**src/rtl/bus_initiator_if.sv**
```systemverilog
// Valid/ready/grant handshake bus between an initiator and a responder.
// Carries the arbiter request/grant pair and the word handshake.
//   master : drives bus_req, valid, data, addr; receives grant, ready
//   slave  : receives bus_req, valid, data, addr; drives grant, ready
interface bus_initiator_if #(
  parameter int D_WIDTH = 31,
  parameter int A_WIDTH = 8
);
  logic               bus_req;
  logic               grant;
  logic               valid;
  logic               ready;
  logic [D_WIDTH-1:0] data;
  logic [A_WIDTH-1:0] addr;

  modport master (output bus_req, valid, data, addr, input grant, ready);
  modport slave  (input bus_req, valid, data, addr, output grant, ready);
endinterface

```
**src/rtl/bus_initiator.sv**
```systemverilog
// Initiator end of the valid/ready/grant handshake bus.
// Local requests are queued in a small circular FIFO; the FSM requests the
// bus, waits for grant and presents each word with valid held until ready.
//
// Optional feature macro: BUS_INIT_TIMEOUT_EN
//   defined   : XFER aborts after TIMEOUT cycles without ready, the head word
//               is discarded and err pulses for one cycle.
//   undefined : no timeout counter, err tied low, XFER waits indefinitely.
//
// Ports:
//   clk, rst             clock (posedge) and asynchronous active-high reset
//   req_valid/req_ready  local push handshake
//   req_data, req_addr   local word to queue
//   bus                  handshake bus, master side
//   count                FIFO occupancy
//   err                  one-cycle timeout pulse
//
// state    | meaning
// ---------+-------------------------------------------------
// IDLE     | FIFO empty or just drained, bus not requested
// WAIT_GNT | bus_req high, waiting for grant
// XFER     | valid high with head word, waiting for ready
module bus_initiator #(
  parameter int D_WIDTH = 31,
  parameter int A_WIDTH = 8,
  parameter int DEPTH   = 4,
  parameter int TIMEOUT = 16
) (
  input  logic                   clk,
  input  logic                   rst,
  input  logic                   req_valid,
  output logic                   req_ready,
  input  logic [D_WIDTH-1:0]     req_data,
  input  logic [A_WIDTH-1:0]     req_addr,
  bus_initiator_if.master        bus,
  output logic [$clog2(DEPTH):0] count,
  output logic                   err
);

  localparam int PW = $clog2(DEPTH);
  localparam int CW = PW + 1;

  typedef enum logic [1:0] {IDLE, WAIT_GNT, XFER} state_t;

  state_t             state_q;
  logic               bus_req_q;
  logic               valid_q;
  logic [D_WIDTH-1:0] data_q;
  logic [A_WIDTH-1:0] addr_q;

  logic [D_WIDTH-1:0] mem_data [DEPTH];
  logic [A_WIDTH-1:0] mem_addr [DEPTH];
  logic [PW-1:0]      wr_ptr_q;
  logic [PW-1:0]      rd_ptr_q;
  logic [PW-1:0]      rd_ptr_nxt;
  logic [CW-1:0]      count_q;
  logic [CW-1:0]      count_d;

  logic push;
  logic pop;
  logic xfer_done;
  logic tmo_hit;
  logic remain;

  assign req_ready  = (count_q != CW'(DEPTH));
  assign push       = req_valid && req_ready;
  assign xfer_done  = (state_q == XFER) && bus.ready;
  assign pop        = xfer_done || tmo_hit;
  assign rd_ptr_nxt = rd_ptr_q + PW'(1);
  // Occupancy after the pop at this edge; a same-cycle push is not yet
  // readable, so it is picked up on the next pass through IDLE.
  assign remain     = (count_q > CW'(1));

  always_comb begin
    count_d = count_q;
    case ({push, pop})
      2'b10:   count_d = count_q + CW'(1);
      2'b01:   count_d = count_q - CW'(1);
      default: count_d = count_q;
    endcase
  end

  always_ff @(posedge clk or posedge rst) begin
    if (rst) begin
      wr_ptr_q <= '0;
      rd_ptr_q <= '0;
      count_q  <= '0;
    end else begin
      if (push) wr_ptr_q <= wr_ptr_q + PW'(1);
      if (pop)  rd_ptr_q <= rd_ptr_nxt;
      count_q <= count_d;
    end
  end

  always_ff @(posedge clk) begin
    if (push) begin
      mem_data[wr_ptr_q] <= req_data;
      mem_addr[wr_ptr_q] <= req_addr;
    end
  end

  always_ff @(posedge clk or posedge rst) begin
    if (rst) begin
      state_q   <= IDLE;
      bus_req_q <= 1'b0;
      valid_q   <= 1'b0;
      data_q    <= '0;
      addr_q    <= '0;
    end else begin
      case (state_q)
        IDLE: begin
          if (count_q != '0) begin
            state_q   <= WAIT_GNT;
            bus_req_q <= 1'b1;
          end
        end
        WAIT_GNT: begin
          if (bus.grant) begin
            state_q <= XFER;
            valid_q <= 1'b1;
            data_q  <= mem_data[rd_ptr_q];
            addr_q  <= mem_addr[rd_ptr_q];
          end
        end
        XFER: begin
          if (bus.ready) begin
            if (remain && bus.grant) begin
              // back-to-back: next head is one past the word just popped
              data_q <= mem_data[rd_ptr_nxt];
              addr_q <= mem_addr[rd_ptr_nxt];
            end else if (remain) begin
              state_q <= WAIT_GNT;
              valid_q <= 1'b0;
            end else begin
              state_q   <= IDLE;
              valid_q   <= 1'b0;
              bus_req_q <= 1'b0;
            end
          end else if (tmo_hit) begin
            state_q   <= IDLE;
            valid_q   <= 1'b0;
            bus_req_q <= 1'b0;
          end
        end
        default: begin
          state_q   <= IDLE;
          valid_q   <= 1'b0;
          bus_req_q <= 1'b0;
        end
      endcase
    end
  end

`ifdef BUS_INIT_TIMEOUT_EN
  localparam int TW = $clog2(TIMEOUT) + 1;

  logic [TW-1:0] tmo_cnt_q;
  logic          err_q;

  // Down-counter reloaded outside XFER and on every transfer; reaching zero
  // without ready marks the TIMEOUT-th consecutive stalled XFER cycle.
  assign tmo_hit = (state_q == XFER) && !bus.ready && (tmo_cnt_q == '0);

  always_ff @(posedge clk or posedge rst) begin
    if (rst) begin
      tmo_cnt_q <= TW'(TIMEOUT - 1);
      err_q     <= 1'b0;
    end else begin
      err_q <= tmo_hit;
      if ((state_q != XFER) || xfer_done) begin
        tmo_cnt_q <= TW'(TIMEOUT - 1);
      end else if (tmo_cnt_q != '0) begin
        tmo_cnt_q <= tmo_cnt_q - TW'(1);
      end
    end
  end

  assign err = err_q;
`else
  logic unused_timeout;

  assign tmo_hit        = 1'b0;
  assign err            = 1'b0;
  assign unused_timeout = ^TIMEOUT;
`endif

  assign bus.bus_req = bus_req_q;
  assign bus.valid   = valid_q;
  assign bus.data    = data_q;
  assign bus.addr    = addr_q;
  assign count       = count_q;

endmodule

```
**src/flat_wrapper.sv**
```systemverilog
// flat-port wrapper written by rule: the top's interface ports become plain ports
module bus_initiator_flat 
#(
  parameter int D_WIDTH = 31,
  parameter int A_WIDTH = 8,
  parameter int DEPTH   = 4,
  parameter int TIMEOUT = 16
)
  (clk, rst, req_valid, req_ready, req_data, req_addr, count, err, bus_bus_req, bus_valid, bus_data, bus_addr, bus_grant, bus_ready);
  bus_initiator_if #(.D_WIDTH(D_WIDTH), .A_WIDTH(A_WIDTH)) bus_i ();
  input  logic clk;
  input  logic rst;
  input  logic req_valid;
  output logic req_ready;
  input  logic [D_WIDTH-1:0] req_data;
  input  logic [A_WIDTH-1:0] req_addr;
  output logic [$clog2(DEPTH):0] count;
  output logic err;
  output wire logic [$bits(bus_i.bus_req)-1:0] bus_bus_req;
  output wire logic [$bits(bus_i.valid)-1:0] bus_valid;
  output wire logic [$bits(bus_i.data)-1:0] bus_data;
  output wire logic [$bits(bus_i.addr)-1:0] bus_addr;
  input wire logic [$bits(bus_i.grant)-1:0] bus_grant;
  input wire logic [$bits(bus_i.ready)-1:0] bus_ready;
  assign bus_bus_req = bus_i.bus_req;
  assign bus_valid = bus_i.valid;
  assign bus_data = bus_i.data;
  assign bus_addr = bus_i.addr;
  assign bus_i.grant = bus_grant;
  assign bus_i.ready = bus_ready;
  bus_initiator #(.D_WIDTH(D_WIDTH), .A_WIDTH(A_WIDTH), .DEPTH(DEPTH), .TIMEOUT(TIMEOUT)) u_core (.clk(clk), .rst(rst), .req_valid(req_valid), .req_ready(req_ready), .req_data(req_data), .req_addr(req_addr), .bus(bus_i), .count(count), .err(err));
endmodule
```
**config.mk**
```make
export PLATFORM = sky130hd
export DESIGN_NAME = bus_initiator_flat
export DESIGN_NICKNAME = d
export VERILOG_FILES = /design/src/rtl/bus_initiator_if.sv /design/src/rtl/bus_initiator.sv /design/src/flat_wrapper.sv
export SDC_FILE = /design/constraint.sdc
export NUM_CORES = 1
export LEC_CHECK = 0
export ABC_AREA = 0
export CAP_MARGIN = 20
export CORE_ASPECT_RATIO = 0.75
export CORE_MARGIN = 2
export CORE_UTILIZATION = 40
export CTS_BUF_LIST = sky130_fd_sc_hd__clkbuf_8
export DETAILED_ROUTE_END_ITERATION = 8
export PLACE_DENSITY_LB_ADDON = 0.12
export SYNTH_ARGS = -nofsm -noshare
export SYNTH_HDL_FRONTEND = slang
export SYNTH_SLANG_ARGS = --single-unit
export TNS_END_PERCENT = 50
```
**constraint.sdc**
```tcl
create_clock -name clk -period 3.2 [get_ports clk]
set_clock_uncertainty 0.2 [all_clocks]
set_input_delay 0.64 -clock clk [delete_from_list [all_inputs] [get_ports clk]]
set_output_delay 0.64 -clock clk [all_outputs]
set_load 0.1 [all_outputs]
```
==> impl_metrics.toml, run 1 <==
[run_status]
outcome = "finished, final reports clean"

[worst_setup_path]
timing.reg2reg.setup_slack_ps = 720
ff2ff_path_depth = 5
timing_worst_setup_path_type = "flop to output port"
startpoint_type = "flop"
required_ps = 2360
path_max_fanout = 6
worst_setup_path_startpoint = "u_core.count[1]$_DFFE_PP0P_"
reg2reg_end = "u_core.bus.data[3]$_DFFE_PP0P_"
endpoint_kind = "output port"
regToRegStartpoint = "u_core.state_q[1]$_DFFE_PP0P_"
critical_path_arrival_ps = 1720

[clocking]
post_cts_buffers = 0
clock_tree_from_tritoncts = "built"
postCtsResizedCells = 0
cell_at_the_root_of_the_clock_tree = "sky130_fd_sc_hd__clkbuf_8"
clock_latency_of_the_later_clocked_register_in_the_worst_skew_pair_ps = 500
cts-htree-levels = 2
cts_hold_buffers = 0
cts_buffers = 35
clock_tree.buffer_depth = 3
clock_sink_count = 206
worst_setup_hold_path_clk_slew_ps = 60

[drt]
drt-total-wl_mm = 18.7
detail-route-antenna-nets = 0
route.detailed.drc = 0
drt_first_iter_violations = 264
post_drt_wl_per_cell_um = 19.6
via_count = 4972
route.detailed.vias_per_inst = 5.20
first_pass_detailed_route_iteration_total = 4

[floorplanning]
num_rows = 46
die-width_um = 174
floorplan.die_area_mm2 = 0.0230
die_height_um = 132
ioPinCount = 90
core_box_area_mm2 = 0.0212
initial_core_util = 0.410

[timing]
timing.final.setup_violations = 0
worst_tran_pin_value_ps = 833
maxClockFrequency_mhz = 391
report.final.hold_viol_count = 0
final-max-slew-violation-count = 0
grt_setup_unrepaired = "false"
fin_tns_setup_ps = 0
holdWs_ps = 292
final.min_clock_period_ps = 2560
slew_headroom = 0.444
final_min_period_over_clock_period = 0.799

[min_path]
classification_of_the_worst_slack_hold_path = "flop to flop"
worst_hold_path.endpoint = "u_core.bus.data[25]$_DFFE_PP0P_"
hold_path_startpoint = "u_core.bus.data[25]$_DFFE_PP0P_"
number_of_instances_on_the_worst_hold_path = 1

[synth]
cells_after_synth = 535
synth_warnings = 0
async_reset_ff_frac = 0.243
yosysSeqAreaShare = 0.681
post_synth_instance_area_mm2 = 0.00871
synth_seq_cells = 206
synth_cell_type_count = 31
synth-main-ff-cell = "sky130_fd_sc_hd__edfxtp_1"
synth_nets = 587
number_of_enable_flip_flop_cells_after_synthesis = 156
postSynthAreaPerCell_um2 = 16.3

[finish]
mostFrequentLayoutCell = "sky130_fd_sc_hd__edfxtp_1"
final_layout_size_suffix_gt1_frac = 0.240
final_stage_net_count = 695
syn2layout_area_growth_pct = 20.8
most_frequent_cells_in_the_layout = "sky130_fd_sc_hd__edfxtp_1 (156), sky130_fd_sc_hd__mux2i_1 (79), sky130_fd_sc_hd__buf_4 (59)"
num_antenna_cells = 0

[grt]
largest_net_degree_at_the_start_of_global_routing = 57
global_route_wire_length_before_repair_mm = 29.0
grt_util_all_layers = 0.164
grt_antenna_before_repair = 2
grt_pass1_vias = 5199
grt-ovfl-total = 0

[placed_design]
hpwl_mm = 11.0
routabilityCongestion = 0.723
io_buffer_count = 88

[job]
drv_cap = 0
==> worst max path at each step <==
stage               cells after the start                              end
finish                                  4                        req_ready
floorplan                               4  u_core.mem_addr[0][0]$_DFFE_PP_
CTS                                     4                        req_ready
global placement                        5  u_core.bus.data[15]$_DFFE_PP0P_
detailed placement                      5  u_core.bus.data[20]$_DFFE_PP0P_
global route                            4                        req_ready
==> flip-flops by register name (all words and copies together), names as in the netlist <==
signal	flops
u_core.rd_ptr_q	2
u_core.state_q	2
u_core.count	3
u_core.wr_ptr_q	2
u_core.bus.valid	1
u_core.mem_addr	32
u_core.mem_data	124
u_core.bus.bus_req	1
u_core.bus.data	31
u_core.bus.addr	8
==> cell usage after synthesis (all sizes together) (2+ instances only) <==
library cell,number,share of area
a211oi,39,0.039
a21oi,3,0.0017
a221oi,39,0.039
and3,4,0.0029
buf,30,0.022
clkbuf,5,0.0022
dfrtp,50,0.14
edfxtp,156,0.54
ha,8,0.011
inv,10,0.0043
mux2,40,0.052
mux2i,79,0.091
nand2,7,0.0030
nand3b,3,0.0040
nor2,3,0.0013
nor2b,40,0.030
o21ai,6,0.0034
o22ai,2,0.0014
xnor2,6,0.0060
==> metrics by stage <==
stage	setup WS, ps	area (um^2)	cells	utilization
after floorplan	109	8720	535	-
after global placement	752	9850	894	0.464
after detailed placement	667	9850	894	0.464
after CTS	585	10500	956	0.496
after global routing	539	10500	956	0.496
final	643	10500	956	0.496
==> cell type report <==
| type | count | area, um^2 |
|---|---|---|
| Tap cell | 288 | 360 |
| Inverter | 10 | 37.5 |
| Fill cell | 1809 | 10700 |
| Clock inverter | 21 | 111 |
| Multi-Input combinational cell | 284 | 2560 |
| Sequential cell | 206 | 5940 |
| Timing Repair Buffer | 106 | 953 |
| Clock buffer | 41 | 564 |
==> layer usage <==
| layer | wire length [um] | GRT usage | up-vias | share of wire |
|---|---|---|---|---|
| li1 | - | - | 2320 | - |
| met1 | 8620 | 0.218 | 2494 | 0.46 |
| met2 | 8880 | 0.267 | 115 | 0.47 |
| met3 | 885 | 0.0415 | 39 | 0.047 |
| met4 | 311 | 0.0490 | 4 | 0.017 |
| met5 | 29 | 0 | - | 0.0015 |
==> worst max-delay path: stages, from the launching register on <==
cell and delay (ps):
sky130_fd_sc_hd__dfrtp_1 430, sky130_fd_sc_hd__inv_1 130, sky130_fd_sc_hd__ha_1 260, sky130_fd_sc_hd__nand2_2 120, sky130_fd_sc_hd__buf_4 300
==> kinds of logic (layout without fill, tap and decap cells) <==
kind of cell,Yosys count,after routing,synth area share
buf+inv,45,178,0.0287
fa+ha+maj,8,8,0.0115
flops,206,206,0.681
compound gates,90,90,0.0857
simple gates,59,59,0.0422
mux,119,119,0.142
xor+xnor,7,7,0.00790
other cells,1,1,0.000430
Power of run 1 is left out: the tool's default activity adds up to more than one toggle a clock period on the data nets, which glitch-free logic cannot reach.
==> run 2, diff against run 1 <==
==> constraint.sdc (replaced) <==
create_clock -name clk -period 2.1 [get_ports clk]
set_clock_uncertainty 0.2 [all_clocks]
set_input_delay 0.42 -clock clk [delete_from_list [all_inputs] [get_ports clk]]
set_output_delay 0.42 -clock clk [all_outputs]
set_load 0.1 [all_outputs]
==> impl_metrics.toml, run 2 (synthesis results as in run 1) <==
[drt]
post_drt_wl_per_cell_um = 19.2
drt_first_iter_violations = 213
first_pass_detailed_route_iteration_total = 4
route.detailed.drc = 0
drt-total-wl_mm = 18.6
detail-route-antenna-nets = 0
route.detailed.vias_per_inst = 5.17
via_count = 4999

[finish]
final_layout_size_suffix_gt1_frac = 0.258
layout.core_utilization = 0.534
mostFrequentLayoutCell = "sky130_fd_sc_hd__edfxtp_1"
final_stage_net_count = 707
most_frequent_cells_in_the_layout = "sky130_fd_sc_hd__edfxtp_1 (156), sky130_fd_sc_hd__mux2i_1 (79), sky130_fd_sc_hd__buf_12 (63)"
syn2layout_area_growth_pct = 30.2
largest_register_ff_count = 124
top_register = "u_core.mem_data"

[timing]
finalWorstSetupSlack_ps = 75.7
maxClockFrequency_mhz = 494
holdWs_ps = 109
timing.final.setup_violations = 0
final_min_period_over_clock_period = 0.964
final-max-slew-violation-count = 0
final.min_clock_period_ps = 2020
fin_tns_setup_ps = 0
grt_setup_unrepaired = "false"
report.final.hold_viol_count = 0

[worst_setup_path]
timing_worst_setup_path_type = "flop to output port"
path_max_fanout = 6
timing.reg2reg.setup_slack_ps = 120
critical_path_buf_inv_count = 2
endpoint_kind = "output port"
critical_path_arrival_ps = 1400
required_ps = 1480
worstPathCellList = "inv_2, ha_4, nand2_8, buf_12"
worst_path_max_delay_cell = "sky130_fd_sc_hd__dfrtp_2"
startpoint_type = "flop"
family_with_the_most_delay_on_the_worst_path = "flip-flops"
worst_path_largest_cell_delay_ps = 400

[grt]
grt-ovfl-total = 0
global_route_wire_length_before_repair_mm = 29.4
largest_net_degree_at_the_start_of_global_routing = 51
grt_pass1_vias = 5434
groute.layer.met3.usage = 0.0438
grt_util_all_layers = 0.166
gr-usage-met2 = 0.287
grt_most_used_layer = "met2"
grt_util_met1 = 0.203
grt_antenna_before_repair = 2

[floorplanning]
die_height_um = 132
num_rows = 46
die-width_um = 174
initial_core_util = 0.410
core_box_area_mm2 = 0.0212
ioPinCount = 90
floorplan.die_area_mm2 = 0.0230

[clocking]
postCtsResizedCells = 0
cell_at_the_root_of_the_clock_tree = "sky130_fd_sc_hd__clkbuf_8"
cts-htree-levels = 2
clock_sink_count = 206
clock_tree_from_tritoncts = "built"
clock_tree.buffer_depth = 3
clock_latency_of_the_later_clocked_register_in_the_worst_skew_pair_ps = 500
cts_buffers = 35
worst_setup_hold_path_clk_slew_ps = 60

[placed_design]
dp_slack_ps = -140
routabilityCongestion = 0.695
io_buffer_count = 88
hpwl_mm = 11.0

[job]
drv_cap = 0

[run_status]
outcome = "finished, final reports clean"

[min_path]
classification_of_the_worst_slack_hold_path = "input port to async pin"
[run 2: cell count changes in the layout (fill, tap and decap cells not counted), sizes merged]
cell / previous run / this run
diode: 0 / 1
clkinv: 5 / 4
bufinv: 1 / 0
inv: 24 / 27
clkbuf: 41 / 38
buf: 63 / 75
[run 2: worst reg2reg max path: cells and delay by family, from the launching register on]
kind / cells / cell delay, ps
multiplexers: 1 / 380
AND/OR/NAND/NOR: 2 / 310
buffers and inverters: 2 / 450
flip-flops: 1 / 400
AO/OA/AOI/OAI: 1 / 120
[run 2: final cells by class]
| cell class | count | area (um^2) |
|---|---|---|
| Clock inverter | 22 | 86.3 |
| Timing Repair Buffer | 118 | 1780 |
| Inverter | 10 | 37.5 |
| Fill cell | 1700 | 9890 |
| Tap cell | 288 | 360 |
| Multi-Input combinational cell | 284 | 2610 |
| Antenna cell | 1 | 2.50 |
| Sequential cell | 206 | 5940 |
| Clock buffer | 38 | 523 |
[run 2: layer usage]
metal  wire length (um)  vias to the layer above
li1                   -                     2340
met4                309                        2
met2               9250                      105
met5                 16                        -
met1               8000                     2521
met3                993                       31
[run 2: final timing paths]
| check | startpoint | end | cells after the start |
|---|---|---|---|
| setup / recovery | u_core.count[1]$_DFFE_PP0P_ | req_ready | 4 |
| hold / removal | rst | u_core.bus.data[30]$_DFFE_PP0P_ | 3 |
| setup reg to reg | u_core.count[1]$_DFFE_PP0P_ | u_core.bus.data[7]$_DFFE_PP0P_ | 6 |
| hold reg to reg | u_core.rd_ptr_q[0]$_DFFE_PP0P_ | u_core.rd_ptr_q[0]$_DFFE_PP0P_ | 1 |
| max in group asynchronous | rst | u_core.rd_ptr_q[1]$_DFFE_PP0P_ | 3 |
| min in group clk | u_core.rd_ptr_q[0]$_DFFE_PP0P_ | u_core.rd_ptr_q[0]$_DFFE_PP0P_ | 1 |
[run 2: metrics by stage]
| stage | instance area (um^2) | instances |
|---|---|---|
| after detailed placement | 10700 | 903 |
| after global placement | 10700 | 903 |
| after global routing | 11300 | 966 |
| after CTS | 11300 | 965 |
| after floorplan | 8780 | 535 |
| final | 11300 | 967 |
[run 2: repair_timing]
action	4_1_cts	5_1_grt
pin swaps	0	1
buffers inserted	2	1
setup endpoints to repair	1	1
hold buffers	0	0
Power of run 2 is left out for the same reason.
